--- config.mk ---
export PLATFORM = sky130hd
export DESIGN_NAME = fpu_mul_seq_flat
export DESIGN_NICKNAME = d
export VERILOG_FILES = /design/src/rtl/fpu_mul_seq_pkg.sv /design/src/rtl/fpu_mul_seq_if.sv /design/src/rtl/fpu_mul_seq_rne.sv /design/src/rtl/fpu_mul_seq.sv /design/src/flat_wrapper.sv
export SDC_FILE = /design/constraint.sdc
export NUM_CORES = 1
export LEC_CHECK = 0
export ABC_AREA = 0
export ABC_CLOCK_PERIOD_IN_PS = 6100
export CORE_MARGIN = 2
export CORE_UTILIZATION = 61
export CTS_BUF_LIST = sky130_fd_sc_hd__clkbuf_8
export DETAILED_ROUTE_END_ITERATION = 12
export GPL_TIMING_DRIVEN = 0
export PLACE_DENSITY = 0.88
export SYNTH_ARGS = -nofsm -noshare
export SYNTH_HDL_FRONTEND = slang
export SYNTH_HIERARCHICAL = 1
export SYNTH_SLANG_ARGS = --single-unit
--- constraint.sdc ---
create_clock -name clk -period 6.1 [get_ports clk]
set_input_delay 1.22 -clock clk [delete_from_list [all_inputs] [get_ports clk]]
set_output_delay 1.22 -clock clk [all_outputs]
set_load 0.005 [all_outputs]
--- src/rtl/fpu_mul_seq_pkg.sv ---
// Shared constants, state encoding and special-operand helpers for fpu_mul_seq.
// Optional radix-4 stepping is selected with FPU_MUL_RADIX4_EN.
package fpu_mul_seq_pkg;

  localparam int          FP_BIAS    = 127;
  localparam logic [31:0] FP_QNAN    = 32'h7FC00000;
  localparam logic [7:0]  FP_INF_EXP = 8'hFF;

  typedef enum logic [1:0] {
    IDLE = 2'd0,
    MUL  = 2'd1,
    NORM = 2'd2
  } state_t;

  typedef struct packed {
    logic        sign;
    logic [7:0]  exp;
    logic [22:0] frac;
  } fp32_t;

`ifdef FPU_MUL_RADIX4_EN
  localparam logic [4:0] CNT_STEP = 5'd2;
  localparam logic [4:0] CNT_LAST = 5'd22;
`else
  localparam logic [4:0] CNT_STEP = 5'd1;
  localparam logic [4:0] CNT_LAST = 5'd23;
`endif

  function automatic logic is_nan(fp32_t x);
    return (x.exp == FP_INF_EXP) && (x.frac != 23'h0);
  endfunction

  function automatic logic is_inf(fp32_t x);
    return (x.exp == FP_INF_EXP) && (x.frac == 23'h0);
  endfunction

  // Denormals count as zero: they are flushed before the datapath.
  function automatic logic is_zero(fp32_t x);
    return x.exp == 8'h00;
  endfunction

  function automatic logic is_special(fp32_t x, fp32_t y);
    return (x.exp == FP_INF_EXP) || (y.exp == FP_INF_EXP) ||
           is_zero(x) || is_zero(y);
  endfunction

  function automatic logic [31:0] special_res(fp32_t x, fp32_t y);
    logic s;
    s = x.sign ^ y.sign;
    if (is_nan(x) || is_nan(y) ||
        (is_inf(x) && is_zero(y)) ||
        (is_inf(y) && is_zero(x)))
      return FP_QNAN;
    if (is_inf(x) || is_inf(y))
      return {s, FP_INF_EXP, 23'h0};
    return {s, 31'h0};
  endfunction

endpackage

--- src/rtl/fpu_mul_seq_if.sv ---
// Start/done handshake bundle between an FPU client and fpu_mul_seq.
// Master drives operands and start; slave returns busy, done and result.
interface fpu_mul_seq_if;
  logic        start;
  logic [31:0] a;
  logic [31:0] b;
  logic        busy;
  logic        done;
  logic [31:0] result;

  modport master (
    output start, a, b,
    input  busy, done, result
  );

  modport slave (
    input  start, a, b,
    output busy, done, result
  );
endinterface

--- src/rtl/fpu_mul_seq_rne.sv ---
// Round-to-nearest-even of the bits below the implicit one.
// carry signals a mantissa overflow that bumps the exponent.
module round_to_nearest_even #(
  parameter int BITS_IN  = 46,
  parameter int BITS_OUT = 23
) (
  input  logic [BITS_IN-1:0]  din,
  output logic [BITS_OUT-1:0] dout,
  output logic                carry
);

  localparam int LO = BITS_IN - BITS_OUT;

  logic [BITS_OUT-1:0] keep;
  logic                guard;
  logic                sticky;
  logic                up;

  assign keep   = din[BITS_IN-1:LO];
  assign guard  = din[LO-1];
  assign sticky = |din[LO-2:0];
  assign up     = guard & (sticky | keep[0]);

  assign {carry, dout} = {1'b0, keep} + {{BITS_OUT{1'b0}}, up};

endmodule

--- src/rtl/fpu_mul_seq.sv ---
// Iterative IEEE-754 single multiplier, shift-add, RNE, flush-to-zero.
// FPU_MUL_RADIX4_EN retires two multiplier bits per MUL edge.
module fpu_mul_seq
  import fpu_mul_seq_pkg::*;
(
  input  logic         clk,
  input  logic         clr,
  fpu_mul_seq_if.slave bus
);

  fp32_t fa;
  fp32_t fb;
  assign fa = bus.a;
  assign fb = bus.b;

  state_t      state;
  logic [4:0]  cnt;
  logic [47:0] acc;
  logic [23:0] ma;
  logic [23:0] mb;
  logic [9:0]  exp_q;
  logic        sgn_q;
  logic        spec_q;
  logic [31:0] spec_val_q;
  logic        busy_q;
  logic        done_q;
  logic [31:0] res_q;

  logic [9:0]  exp_sum;
  assign exp_sum = {2'b0, fa.exp} + {2'b0, fb.exp} - 10'(FP_BIAS);

  logic [47:0] ma_ext;
  logic [47:0] pp;
  assign ma_ext = {24'h0, ma};

`ifdef FPU_MUL_RADIX4_EN
  logic [4:0]  cnt_hi;
  assign cnt_hi = cnt + 5'd1;
  assign pp = (mb[cnt]    ? (ma_ext << cnt)    : 48'h0) +
              (mb[cnt_hi] ? (ma_ext << cnt_hi) : 48'h0);
`else
  assign pp = mb[cnt] ? (ma_ext << cnt) : 48'h0;
`endif

  // Fold p[1:0] into one sticky bit so both alignments fit the rounder.
  logic [45:0] rnd_in;
  logic [22:0] frac_r;
  logic        rnd_c;
  assign rnd_in = acc[47] ? {acc[46:2], acc[1] | acc[0]}
                          : acc[45:0];

  round_to_nearest_even #(
    .BITS_IN (46),
    .BITS_OUT(23)
  ) u_rne (
    .din  (rnd_in),
    .dout (frac_r),
    .carry(rnd_c)
  );

  logic [9:0]  exp_n;
  logic        ovf;
  logic        unf;
  logic [31:0] packed_res;
  assign exp_n = exp_q + {9'h0, acc[47]} + {9'h0, rnd_c};
  assign ovf   = $signed(exp_n) >= 10'sd255;
  assign unf   = $signed(exp_n) <= 10'sd0;

  always_comb begin
    packed_res = 32'h0;
    unique case (1'b1)
      ovf:     packed_res = {sgn_q, FP_INF_EXP, 23'h0};
      unf:     packed_res = {sgn_q, 31'h0};
      default: packed_res = {sgn_q, exp_n[7:0], frac_r};
    endcase
  end

  always_ff @(posedge clk or negedge clr) begin
    if (!clr) begin
      state      <= IDLE;
      cnt        <= 5'd0;
      acc        <= 48'h0;
      ma         <= 24'h0;
      mb         <= 24'h0;
      exp_q      <= 10'h0;
      sgn_q      <= 1'b0;
      spec_q     <= 1'b0;
      spec_val_q <= 32'h0;
      busy_q     <= 1'b0;
      done_q     <= 1'b0;
      res_q      <= 32'h0;
    end else begin
      done_q <= 1'b0;
      unique case (state)
        IDLE: begin
          // A start coinciding with done is dropped.
          if (bus.start && !done_q) begin
            sgn_q      <= fa.sign ^ fb.sign;
            exp_q      <= exp_sum;
            ma         <= {fa.exp != 8'h0, fa.frac};
            mb         <= {fb.exp != 8'h0, fb.frac};
            acc        <= 48'h0;
            cnt        <= 5'd0;
            spec_q     <= is_special(fa, fb);
            spec_val_q <= special_res(fa, fb);
            busy_q     <= 1'b1;
            state      <= is_special(fa, fb) ? NORM : MUL;
          end
        end
        MUL: begin
          acc <= acc + pp;
          cnt <= cnt + CNT_STEP;
          if (cnt == CNT_LAST)
            state <= NORM;
        end
        NORM: begin
          res_q  <= spec_q ? spec_val_q : packed_res;
          done_q <= 1'b1;
          busy_q <= 1'b0;
          state  <= IDLE;
        end
        default: state <= IDLE;
      endcase
    end
  end

  assign bus.busy   = busy_q;
  assign bus.done   = done_q;
  assign bus.result = res_q;

endmodule
--- src/flat_wrapper.sv ---
// flat-port wrapper written by rule: the top's interface ports become plain ports
module fpu_mul_seq_flat import fpu_mul_seq_pkg::*;
  (clk, clr, bus_start, bus_a, bus_b, bus_busy, bus_done, bus_result);
  fpu_mul_seq_if bus_i ();
  input  logic clk;
  input  logic clr;
  input wire logic [$bits(bus_i.start)-1:0] bus_start;
  input wire logic [$bits(bus_i.a)-1:0] bus_a;
  input wire logic [$bits(bus_i.b)-1:0] bus_b;
  output wire logic [$bits(bus_i.busy)-1:0] bus_busy;
  output wire logic [$bits(bus_i.done)-1:0] bus_done;
  output wire logic [$bits(bus_i.result)-1:0] bus_result;
  assign bus_i.start = bus_start;
  assign bus_i.a = bus_a;
  assign bus_i.b = bus_b;
  assign bus_busy = bus_i.busy;
  assign bus_done = bus_i.done;
  assign bus_result = bus_i.result;
  fpu_mul_seq u_core (.clk(clk), .clr(clr), .bus(bus_i));
endmodule
==> out/qor.csv, run 1 <==
metric,value,unit
root buf cell,clkbuf_8,
fmax,0.174,GHz
setup_tns,0,ps
main combinational cell family by area after synthesis,simple AND/OR/NAND/NOR gates,
Final Skew,23.0,ps
Die W,145,um
TritonCTS Buffers,17,
DIE HEIGHT,145,um
wire length per cell,19.0,um
RSZ-0062 raised after global routing,false,
clock sink total,152,
Worst Path Required,6420,ps
Yosys cell types,82,
first-pass GRT wire length,57000,um
post-placement cell area,13400,um^2
Reg2Reg Depth,21,
drc violations,0,
worst min path class,reg -> reg,
Min-Delay Endpoint,u_core/mb[22],
Area Growth Syn to Fin,14.5,%
r2r endpoint,u_core/acc[47],
sequential element share of the synthesized area,31.5,%
vias in the first global route,11100,
max incr delay on CP,490,ps
via count,11600,
"EDFF count, synth",0,
GRT Total Usage,35.0,%
syn_area_per_cell,8.11,um^2
Setup crit end kind,flip-flop,
Final setup viols,0,
Worst Setup Start Kind,flip-flop,
core area,19500,um^2
largest fanout on the critical path,10,
r2r setup slk,370,ps
Leakage,6.00,nW
CTS hold repair buffers,0,
row cnt,51,
Final Instance Area,13800,um^2
hpwl dp,28300,um
Critical Path Start,u_core/cnt[1],
status,completed,
"Hold Violations, Final",0,
Initial DRC Count,922,
Slew Limit Fails,0,
# IOs,101,
Worst Tran Pin Value,1290,ps
Post-Syn Area,12100,um^2
Post-DRT Antenna Nets,0,
#FFs+latches synth,152,
Buf/Inv on CP,4,
critical path class,reg -> reg,
CP max stage cell,o21ai_0,
Post-Synth Simple-Gate Area,23.7,%
Die ar.,20900,um^2
FF-to-FF Start,u_core/cnt[1],
worst hold margin,478,ps
layout cell share with drive strength beyond 1,9.44,%
IO buf count,100,
drt via density,6.15,
"Top FF cell, synth",dfrtp_1,
# fillers,1554,
crit path DAT,6050,ps
Final Critical Period,5730,ps
Peak VDD IR,235,uV
Adder-Cell Fraction of Synth Area,7.24,%
drt pass-1 iters,5,
post-synthesis compound-gate area fraction,17.3,%
CP most frequent cell,clkbuf_1,
Antenna Cells,0,
Crit path max-delay family,compound AO/OA/AOI/OAI gates,
Placer Congestion,0.991,
post-synthesis mux area share,10.0,%
Final period util,94.0,%
largest net degree at the start of global routing,83,
initial antenna violation count,0,
xor/xnor share of the synthesized area,5.66,%
hold path cells,2,
syn nets,1622,
Detailed Route WL,35900,um
PwrDens,556,nW/um^2
Post-Syn Instances,1487,
Max clock buf depth,2,
Yosys warnings,6,
crit-path cells,clkbuf_1 -> clkbuf_1 -> buf_2 -> mux4_2 -> nand2_1 -> o21ai_0 -> o21ai_0 -> nor2_1 -> a31oi_1 -> nor2_1 -> ha_1 -> clkbuf_1 -> nand3_1 -> nor3_2 -> nand3_1 -> a211oi_1 -> a2111oi_0 -> a311oi_2 -> a31oi_1 -> o311ai_1 -> o41ai_1,
slew margin rel.,13.0,%
"Clk Latency, worst-skew pair",470,ps
CTS clock-pin slew for the worst setup and hold paths,90,ps
CTS HTree Levels,4,
initial core utilization,62.0,%
Post-synth ARST share,100,%
Nets,1742,
max-capacitance violation count,0,
worst hold start,u_core/mb[22],
CTS tree,built,
total congestion overflow,0,
cell type report:
cell class	instances	area, um^2	share of cell area (%)
clock inverters	14	134	0.970
flip-flops and latches	152	3800	27.6
plain buffers	92	404	2.93
repair buffers	101	1030	7.46
inverters	37	139	1.01
multi-input cells	1206	7710	55.9
clock buffers	18	248	1.79
well taps	265	332	2.40
routing by layer:
metal  vias up  global-route usage (%)  part of all wire [%]
met4         0                    12.4                   3.1
met5         -                       0                     0
li1       5527                       -                     -
met2       419                    59.2                    49
met1      5564                    45.9                    43
met3        86                    5.17                   5.6
report_power, final:
| part | switching (W) | internal, W | total, W | leakage [nW] |
|---|---|---|---|---|
| registers | 0.000395 | 0.00141 | 0.00180 | 1.93 |
| logic | 0.00312 | 0.00199 | 0.00511 | 3.88 |
| clock network | 0.000449 | 0.000313 | 0.000762 | 0.197 |
| total | 0.00396 | 0.00371 | 0.00768 | 6.00 |
registers in the layout (all words and copies together), names as in the netlist, 2 cells and up:
signal	cells
u_core/acc	48
u_core/bus.result	32
u_core/cnt	5
u_core/exp_q	10
u_core/ma	24
u_core/mb	24
u_core/spec_val_q	3
u_core/state	2
cells by family (layout without fill, tap and decap cells):
logic type,count (synthesis),in the layout
AO/OA/AOI/OAI,341,341
buffers and inverters,129,262
flip-flops,152,152
multiplexers,94,94
AND/OR/NAND/NOR,625,625
adder cells (fa/ha/maj),68,68
XOR/XNOR,78,78
worst max-delay path by stage:
stage | end | slack [ps] | cells past startpoint
floorplan | u_core/acc[46] | 1610 | 18
global placement | u_core/ma[18] | -2250 | 1
detailed placement | u_core/acc[47] | 460 | 19
CTS | u_core/acc[47] | 450 | 19
global route | u_core/acc[47] | 40 | 21
finish | u_core/acc[47] | 370 | 21
repair_timing:
item	in CTS	in global routing
buffers inserted	0	0
gates resized for setup	0	2
setup endpoints to repair	0	1
cell usage after synthesis, types with 3 or more instances:
cell type | count | area share [%]
mux2i_1 | 24 | 2.0
o31ai_1 | 4 | 0.25
xnor2_1 | 45 | 3.3
dfrtp_1 | 152 | 32
o21ai_0 | 110 | 4.6
nand4_1 | 28 | 1.5
and2_1 | 9 | 0.47
clkbuf_1 | 63 | 2.0
o21bai_1 | 14 | 0.87
nand3_1 | 84 | 3.5
a21oi_1 | 88 | 3.7
nor2b_1 | 11 | 0.57
o211ai_1 | 3 | 0.19
a21o_2 | 3 | 0.22
a21boi_0 | 3 | 0.19
nor2_1 | 97 | 3.0
inv_1 | 37 | 1.2
nand2_1 | 316 | 9.8
o21ai_1 | 17 | 0.71
a22oi_1 | 4 | 0.25
nor4_1 | 21 | 1.1
and3_1 | 11 | 0.57
nand2b_1 | 5 | 0.26
o21a_1 | 5 | 0.31
mux2_2 | 54 | 5.0
fa_1 | 3 | 0.50
mux4_2 | 16 | 3.0
xor2_1 | 33 | 2.4
o22a_1 | 8 | 0.58
a31oi_1 | 15 | 0.78
o41ai_1 | 3 | 0.22
nor3_1 | 14 | 0.58
ha_1 | 65 | 6.7
buf_2 | 14 | 0.58
a2111oi_0 | 3 | 0.22
buf_4 | 5 | 0.31
a21o_1 | 21 | 1.3
buf_1 | 7 | 0.22
o311ai_0 | 4 | 0.29
and4_1 | 7 | 0.51
a211oi_1 | 12 | 0.75
worst reg2reg max path: cells and delay by family, from the launching register on:
family,cells,cell delay [ps]
AO/OA/AOI/OAI,9,2290
buffers and inverters,4,1390
adder cells (fa/ha/maj),1,270
flip-flops,1,370
multiplexers,1,360
AND/OR/NAND/NOR,6,940
metrics by stage:
| stage | std cells | setup WS, ps | util, % | total power (W) |
|---|---|---|---|---|
| floorplan | 1487 | 1610 | - | 0.00541 |
| global placement | 1852 | -2250 | 68.8 | 0.00666 |
| detailed placement | 1853 | 463 | 69.0 | 0.00678 |
| CTS | 1885 | 445 | 70.9 | 0.00758 |
| global route | 1885 | 42.5 | 70.9 | 0.00824 |
| finish | 1885 | 366 | 70.9 | 0.00768 |
cell usage in the layout (no fill, tap or decap), drive strengths merged, types with 14 or more instances in the layout:
master and n:
nor3 15, nand4 29, buf 29, clkbuf 83
mux2 54, a31oi 15, a21oi 89, mux2i 24
o21ai 129, inv 46, clkdlybuf4s50 99, o21bai 14
ha 65, nand2 317, xnor2 45, nor2 97
nor4 23, dfrtp 152, xor2 33, mux4 16
a21o 24, nand3 86
Power figures use the tool's default switching activity.
==> run 2, diff against run 1 <==
Settings changed: HOLD_SLACK_MARGIN set to 0.1.
==> results of run 2 <==
The final DEF is identical to that of run 1; final timing and power are the same.
==> run 3, diff against run 2 <==
Settings changed: SLEW_MARGIN set to 5.
==> results of run 3 <==
The final DEF is identical to that of run 1; final timing and power are the same.
